==> src/rtl/tk_lane_ctrl.sv <==
// Tweakey lane controller: loads a 128-bit tweakey in BUSWIDTH-sized beats, then
// applies round / correct / restore commands and keeps a snapshot for restore.
//
// state | meaning
// ------+----------------------------------------------------------------
// IDLE  | no tweakey held; waiting for load_start
// LOAD  | shifting in beats; in_ready high
// READY | complete tweakey held; commands and snapshots accepted
module tk_lane_ctrl #(
    parameter int BUSWIDTH = 128,
    parameter int RCNTW    = 6
) (
    input  logic                clk,
    input  logic                rst_n,
    input  logic                load_start,
    input  logic [BUSWIDTH-1:0] in_data,
    input  logic                in_valid,
    output logic                in_ready,
    input  logic [1:0]          cmd,
    input  logic                cmd_valid,
    input  logic                snap,
    input  logic [127:0]        tk_next,
    input  logic [127:0]        tk_corr,
    output logic [127:0]        tk,
    output logic                loaded,
    output logic [RCNTW-1:0]    round_cnt,
    output logic                cmd_err
);

    localparam int NB  = 128 / BUSWIDTH;
    localparam int BCW = (NB > 1) ? $clog2(NB) : 1;
    localparam logic [BCW-1:0] BC_LAST = BCW'(NB - 1);

    localparam logic [1:0] CMD_NOP     = 2'b00;
    localparam logic [1:0] CMD_ROUND   = 2'b01;
    localparam logic [1:0] CMD_CORRECT = 2'b10;
    localparam logic [1:0] CMD_RESTORE = 2'b11;

    typedef enum logic [1:0] {
        IDLE  = 2'b00,
        LOAD  = 2'b01,
        READY = 2'b10
    } state_t;

    state_t             state_q, state_d;
    logic [127:0]       tk_q, tk_d;
    logic [127:0]       snap_q, snap_d;
    logic [BCW-1:0]     beat_cnt_q, beat_cnt_d;
    logic [RCNTW-1:0]   round_cnt_q, round_cnt_d;
    logic               cmd_err_q, cmd_err_d;
    logic [127:0]       tk_shifted;
    logic               cmd_active;

    // Full-width beats replace the register outright; narrower beats shift in at the LSB end.
    generate
        if (BUSWIDTH == 128) begin : g_full_beat
            assign tk_shifted = in_data;
        end else begin : g_narrow_beat
            assign tk_shifted = {tk_q[127-BUSWIDTH:0], in_data};
        end
    endgenerate

    assign cmd_active = cmd_valid && (cmd != CMD_NOP);

    always_ff @(posedge clk or negedge rst_n) begin
        if (!rst_n) begin
            state_q     <= IDLE;
            tk_q        <= '0;
            snap_q      <= '0;
            beat_cnt_q  <= '0;
            round_cnt_q <= '0;
            cmd_err_q   <= 1'b0;
        end else begin
            state_q     <= state_d;
            tk_q        <= tk_d;
            snap_q      <= snap_d;
            beat_cnt_q  <= beat_cnt_d;
            round_cnt_q <= round_cnt_d;
            cmd_err_q   <= cmd_err_d;
        end
    end

    always_comb begin
        state_d     = state_q;
        tk_d        = tk_q;
        snap_d      = snap_q;
        beat_cnt_d  = beat_cnt_q;
        round_cnt_d = round_cnt_q;
        cmd_err_d   = cmd_err_q;

        // load_start overrides everything, including a beat presented in the same cycle.
        if (load_start) begin
            state_d     = LOAD;
            beat_cnt_d  = '0;
            round_cnt_d = '0;
            cmd_err_d   = 1'b0;
        end else begin
            unique case (state_q)
                IDLE: begin
                    if (cmd_active) cmd_err_d = 1'b1;
                end
                LOAD: begin
                    if (cmd_active) cmd_err_d = 1'b1;
                    if (in_valid) begin
                        tk_d = tk_shifted;
                        if (beat_cnt_q == BC_LAST) begin
                            state_d    = READY;
                            snap_d     = tk_shifted;
                            beat_cnt_d = '0;
                        end else begin
                            beat_cnt_d = beat_cnt_q + 1'b1;
                        end
                    end
                end
                READY: begin
                    // Snapshot takes the pre-update value; restore uses the old snapshot.
                    if (snap) snap_d = tk_q;
                    if (cmd_valid) begin
                        unique case (cmd)
                            CMD_ROUND: begin
                                tk_d = tk_next;
                                if (round_cnt_q != {RCNTW{1'b1}})
                                    round_cnt_d = round_cnt_q + 1'b1;
                            end
                            CMD_CORRECT: begin
                                tk_d        = tk_corr;
                                round_cnt_d = '0;
                            end
                            CMD_RESTORE: begin
                                tk_d        = snap_q;
                                round_cnt_d = '0;
                            end
                            default: ;
                        endcase
                    end
                end
                default: state_d = IDLE;
            endcase
        end
    end

    assign tk        = tk_q;
    assign loaded    = (state_q == READY);
    assign in_ready  = (state_q == LOAD);
    assign round_cnt = round_cnt_q;
    assign cmd_err   = cmd_err_q;

endmodule

==> config.mk <==
export PLATFORM = sky130hd
export DESIGN_NAME = tk_lane_ctrl
export DESIGN_NICKNAME = d
export VERILOG_FILES = /design/src/rtl/tk_lane_ctrl.sv
export SDC_FILE = /design/constraint.sdc
export NUM_CORES = 1
export LEC_CHECK = 0
export BUFFER_PORTS_ARGS = -buffer_cell sky130_fd_sc_hd__buf_2
export CAP_MARGIN = 20
export CORE_AREA = 2 2 204 206
export DETAILED_ROUTE_END_ITERATION = 6
export DIE_AREA = 0 0 206 208
export MAX_ROUTING_LAYER = met4
export PLACE_DENSITY = 0.71
export SLEW_MARGIN = 25
export SYNTH_ARGS = -nofsm -noshare
export SYNTH_HDL_FRONTEND = slang
export SYNTH_SLANG_ARGS = --single-unit
export TNS_END_PERCENT = 10
==> constraint.sdc <==
create_clock -name clk -period 4.46 [get_ports clk]
set_input_delay 0.446 -clock clk [delete_from_list [all_inputs] [get_ports clk]]
set_output_delay 0.446 -clock clk [all_outputs]
set_load 0.005 [all_outputs]
* After elaboration in Yosys (flattened, before gate mapping)
Index checks and enable logic that the tools add are counted.
** Cells by class
- $add $sub $neg :: 2
- Eq/ne operators :: 15
- Mux-type cells :: 24
- Bitwise logic cells :: 1
- Reductions and logical operators :: 20
** Operators with widths (count)
- 128-bit 2-to-1 mux :: 5
- 128-bit case mux with 2 select lines :: 2
- 128-bit case mux with 3 select lines :: 1
- 6-bit 2-to-1 mux :: 4
- 2-bit nonzero test :: 8
- 6-bit case mux with 2 select lines :: 1
- 5-bit AND reduction :: 2
- 3-bit inequality test (second input constant) :: 3
- 2-bit inequality test (second input constant) :: 4
- 1-bit 2-to-1 mux :: 7
- 6-bit by 1-bit adder with 6-bit output (second input constant) :: 1
- 2-bit equality test (second input constant) :: 3
- 2-bit 2-to-1 mux :: 3
- 6-bit inequality test (second input constant) :: 1
- 2-bit OR reduction :: 3
- 2-bit by 1-bit equality test with 1-bit output (second input constant) :: 2
- 4-bit by 1-bit inequality test with 1-bit output (second input constant) :: 1
- 2-bit case mux with 2 select lines :: 1
- 2-bit AND reduction :: 2
- 4-bit AND reduction :: 1
- 3-bit AND reduction :: 1
- 3-bit nonzero test :: 1
- 2-bit zero test :: 1
- 2-bit by 1-bit inequality test with 1-bit output (second input constant) :: 1
- other kinds (3) :: 3
** Word-level totals
- Register bits after elaboration :: 266
- Bits of input ports :: 392
- Output and inout bits :: 137

* Longest topological paths before layout
- Depth after elaboration :: 6
- Mapped depth :: 7

* Worst setup path after synthesis
OpenSTA, ideal clock, no wires.
- Path type :: input -> register
- Start :: input port cmd[1]
- End :: register tk_q[12], in the netlist tk[12]
- Library setup time :: 0.124 ns
- Arrival time :: 1.424 ns
- Data required time :: 4.336 ns
- Setup slack :: 2.912 ns
- Cell stages on the path :: 6
- Path buffers :: 3
- Cells stage by stage :: buf_2 > clkbuf_1 > clkbuf_1 > a211oi_1 > a21oi_1 > mux2i_1
** Between the ends
- Word-level cells in the longest chain between the ends :: 4
** RTL lines
- from (decl) :: RTL line 19 : input logic [1:0] cmd,
- 2-bit equality test or 2-bit by 1-bit equality test with 1-bit output (tied branches) :: RTL line 119 : unique case (cmd)
- 128-bit case mux with 3 select lines :: RTL line 119
- 128-bit 2-to-1 mux :: RTL line 118 : if (cmd_valid) begin
- 128-bit case mux with 2 select lines :: RTL line 98 : unique case (state_q)
- to (signal assigned) :: RTL line 75 : tk_q <= tk_d;
- to (decl) :: RTL line 46 : logic [127:0] tk_q, tk_d;
Several ways; a longest one is shown, not always the timed one. The select of a mux whose other input is x is not followed.
A chain may end at the register's enable or synchronous reset.

* Worst setup path after layout
- Start :: register state_q[0]
- End :: output port loaded
** Between the ends
- Word-level cells in the longest chain between the ends :: 1
** RTL lines
- from (decl) :: RTL line 45 : state_t state_q, state_d;
- from (signal assigned) :: RTL line 74 : state_q <= state_d;
- 2-bit equality test :: RTL line 143 : assign loaded = (state_q == READY);
- to (decl) :: RTL line 25 : output logic loaded,
No other way between the ends.

==> metrics.md <==
| Metric | Value |
|---|---|
| Die height | `208 um` |
| Commonest non-fill, non-tap cell in the layout | `buf_2` |
| Area Overhead vs Synth | `26.28%` |
| Post-CTS setup buffer count | `0` |
| Outcome | `finished clean` |
| Setup Total Neg Slack | `0 ns` |
| Initial core utilization | `37.19%` |
| Via/cell ratio | `5.266` |
| Fmax | `377.1 MHz` |
| Crit path launch type | `flip-flop` |
| Final Max Slew Viols | `0` |
| Worst slew margin | `32.39%` |
| DR DRC count | `0` |
| Static Leakage | `10.12 nW` |
| Sequential element share of the synthesized area | `43.97%` |
| Combinational cell fraction of total power | `24.1%` |
| Placeable Area | `40,550 sq um` |
| I/O Buffers | `528` |
| Worst Slack Setup Final | `1.808 ns` |
| CTS tree | `done` |
| Final hold violations | `0` |
| Drt pass-1 iters | `5` |
| Slew @ Worst Pin | `1.014 ns` |
| Pwr/cell area | `421.8 nW/um^2` |
| Final Util | `46.96%` |
| WL final | `49.31 mm` |
| Setup Skew | `0.01977 ns` |
| Final nets | `2,567` |
| Max-cap violations | `0` |
| Total track usage | `22.63%` |
| Area of the die | `42,850 sq um` |
| CTS max path bufs | `3` |
| Drt initial violations | `1,125` |
| Slowest stage cell, crit path | `inv_4` |
| Syn Inst Count | `1,732` |
| Sequential share of power | `43.5%` |
| Yosys warning total | `0` |
| Wire per inst | `17.98 um` |
| Crit-path cells | `nand2b_4, inv_4, buf_2` |
| Unrepaired setup endpoints after global routing | `false` |
| Worst min path class | `in -> reg` |
| Slowest stage delay, CP | `0.54 ns` |
| Placement Setup Slack | `1.839 ns` |
| CTS Buf Count | `31` |
| # clock sinks | `265` |
| Critical path's top delay family | `buffers and inverters` |
| Vias in the first global route | `14,290` |
| CP Capture Type | `output pin` |
| Final min period | `2.652 ns` |
| Worst-path clk slew | `0.06 ns` |
| Post-route clock period utilization | `59.46%` |
| First-pass GRT wire length | `76.29 mm` |
| Detail Placement HPWL | `33.98 mm` |
| Initial antenna violation count | `10` |
| Mean Syn Cell Area | `8.707 sq um` |
| Antenna-violating nets left | `0` |
| Filler cells | `3,891` |
| Row count | `74` |
| Vias | `14,450` |
| Syn Std Cell Area | `15,080 sq um` |
| Largest net degree at the start of global routing | `206` |
| Final setup viols | `0` |
| WP buf/inv | `2` |
| Clk_lat worst skew | `0.58 ns` |
| CP Max Fanout | `44` |
| GR Overflow Total | `0` |
| Distinct cells, synth | `31` |
| Seq cells post-synth | `265` |
| Root buffer cell | `clkbuf_16` |
| Net switching fraction of the power | `31.93%` |
| Top-Level Pins | `529` |
| CP arrival | `2.21 ns` |
| Syn_nets | `2,125` |
| Crit Path Category | `reg -> out` |
| Clock share of power | `32.4%` |
| Max H-tree Level | `1` |
| CP required | `4.01 ns` |
| Global placement routability congestion | `0.8496` |
| Chip width | `206 um` |
| Max VDD drop | `0.0003070 V` |
| Most frequent cells in the layout | `525 x buf_2, 265 x dfrtp_1, 260 x nand2_1` |
| Share of layout cells above drive strength 1 | `27.97%` |
| Cell Int Power | `5.469 mW` |
| Net switching power | `2.565 mW` |
logic make-up after synthesis:
family                   count (synthesis)  share of synthesized area, %
flip-flops                             265                         43.97
AND/OR/NAND/NOR                        528                         13.42
multiplexers                           257                         17.07
AO/OA/AOI/OAI                          406                         16.93
buffers and inverters                  275                         8.537
adder cells (fa/ha/maj)                  1                       0.08295
tightest hold or removal path, cell delays in order:
cell,delay (ns)
buf_2,0.10
nand2_1,0.05
a31oi_1,0.06
through the flow:
step / hold slack (ns) / instances / power (mW) / cell area (sq um)
4_1_cts: 0.07832 / 2731 / 8.111 / 19010
3_5_place_dp: 0.5012 / 2672 / 5.461 / 17960
3_3_place_gp: 0.4863 / 2671 / 5.349 / 17930
6_report: 0.1195 / 2743 / 8.033 / 19040
2_1_floorplan: 0.1504 / 1732 / 4.495 / 15080
5_1_grt: 0.1091 / 2741 / 8.503 / 19040
registers in the layout, summed over array words and instances, names as in the netlist:
| name | count |
|---|---|
| cmd_err | 1 |
| tk | 128 |
| state_q | 2 |
| snap_q | 128 |
| round_cnt | 6 |
per-layer routing:
metal,global-route usage (%),wire length [um],up-vias
li1,-,-,6847
met1,27.15,19830,6924
met2,37.49,24010,585
met3,5.263,3970,89
met4,7.167,1497,0
met5,-,0,-
synth_stat cells (all sizes together):
cell type	count	area share, %
nand4	1	0.042
buf	99	4.2
clkbuf	45	1.1
a211oi	128	6.4
inv	131	3.3
a21oi	138	4.7
nand2b	1	0.042
o21a	1	0.050
a31oi	128	5.3
nor2b	2	0.083
a41oi	2	0.12
and4	1	0.058
a22o	1	0.058
nand3	1	0.033
ha	1	0.083
nand2	260	6.5
nor2	258	6.4
mux2	1	0.075
and3	1	0.042
dfrtp	265	44
a21o	3	0.15
mux2i	256	17
nor4	1	0.042
o21ai	5	0.19
nand3b	2	0.18
repair_timing:
action	in CTS	in global routing
endpoints found under the hold margin	100	0
hold buffers	1	0
resized for setup	0	0
worst paths after layout:
check	startpoint	to	slack (ns)	cells after the start
worst max-delay path	state_q[0]	loaded	1.81	3
min in group asynchronous	rst_n	tk[84]	0.56	2
worst min register to register	cmd_err	cmd_err	0.50	2
worst min-delay path	in_data[5]	snap_q[5]	0.12	3
max in group asynchronous	rst_n	tk[92]	2.88	3
worst max register to register	state_q[0]	tk[1]	2.12	5
cell type report:
| cell class | instances | area [sq um] | area share [%] |
|---|---|---|---|
| clock buffer | 38 | 852.1 | 4.474 |
| clock inverter | 20 | 192.7 | 1.012 |
| inverter | 131 | 494.2 | 2.595 |
| sequential | 265 | 6631 | 34.82 |
| antenna | 12 | 30.03 | 0.1577 |
| tap | 532 | 665.6 | 3.495 |
| multi-input combinational | 1192 | 7184 | 37.72 |
| timing repair buffer | 553 | 2994 | 15.72 |
power by group through the flow:
stage                     Sequential, mW  Combinational, mW  Clock (mW)
after floorplan                     3.44               1.05           0
after global placement              3.49               1.86           0
after detailed placement            3.52               1.95           0
after CTS                           3.49               1.95        2.67
after global routing                3.57               2.17        2.76
final                               3.50               1.93        2.60
(Power assumes the default switching activity.)
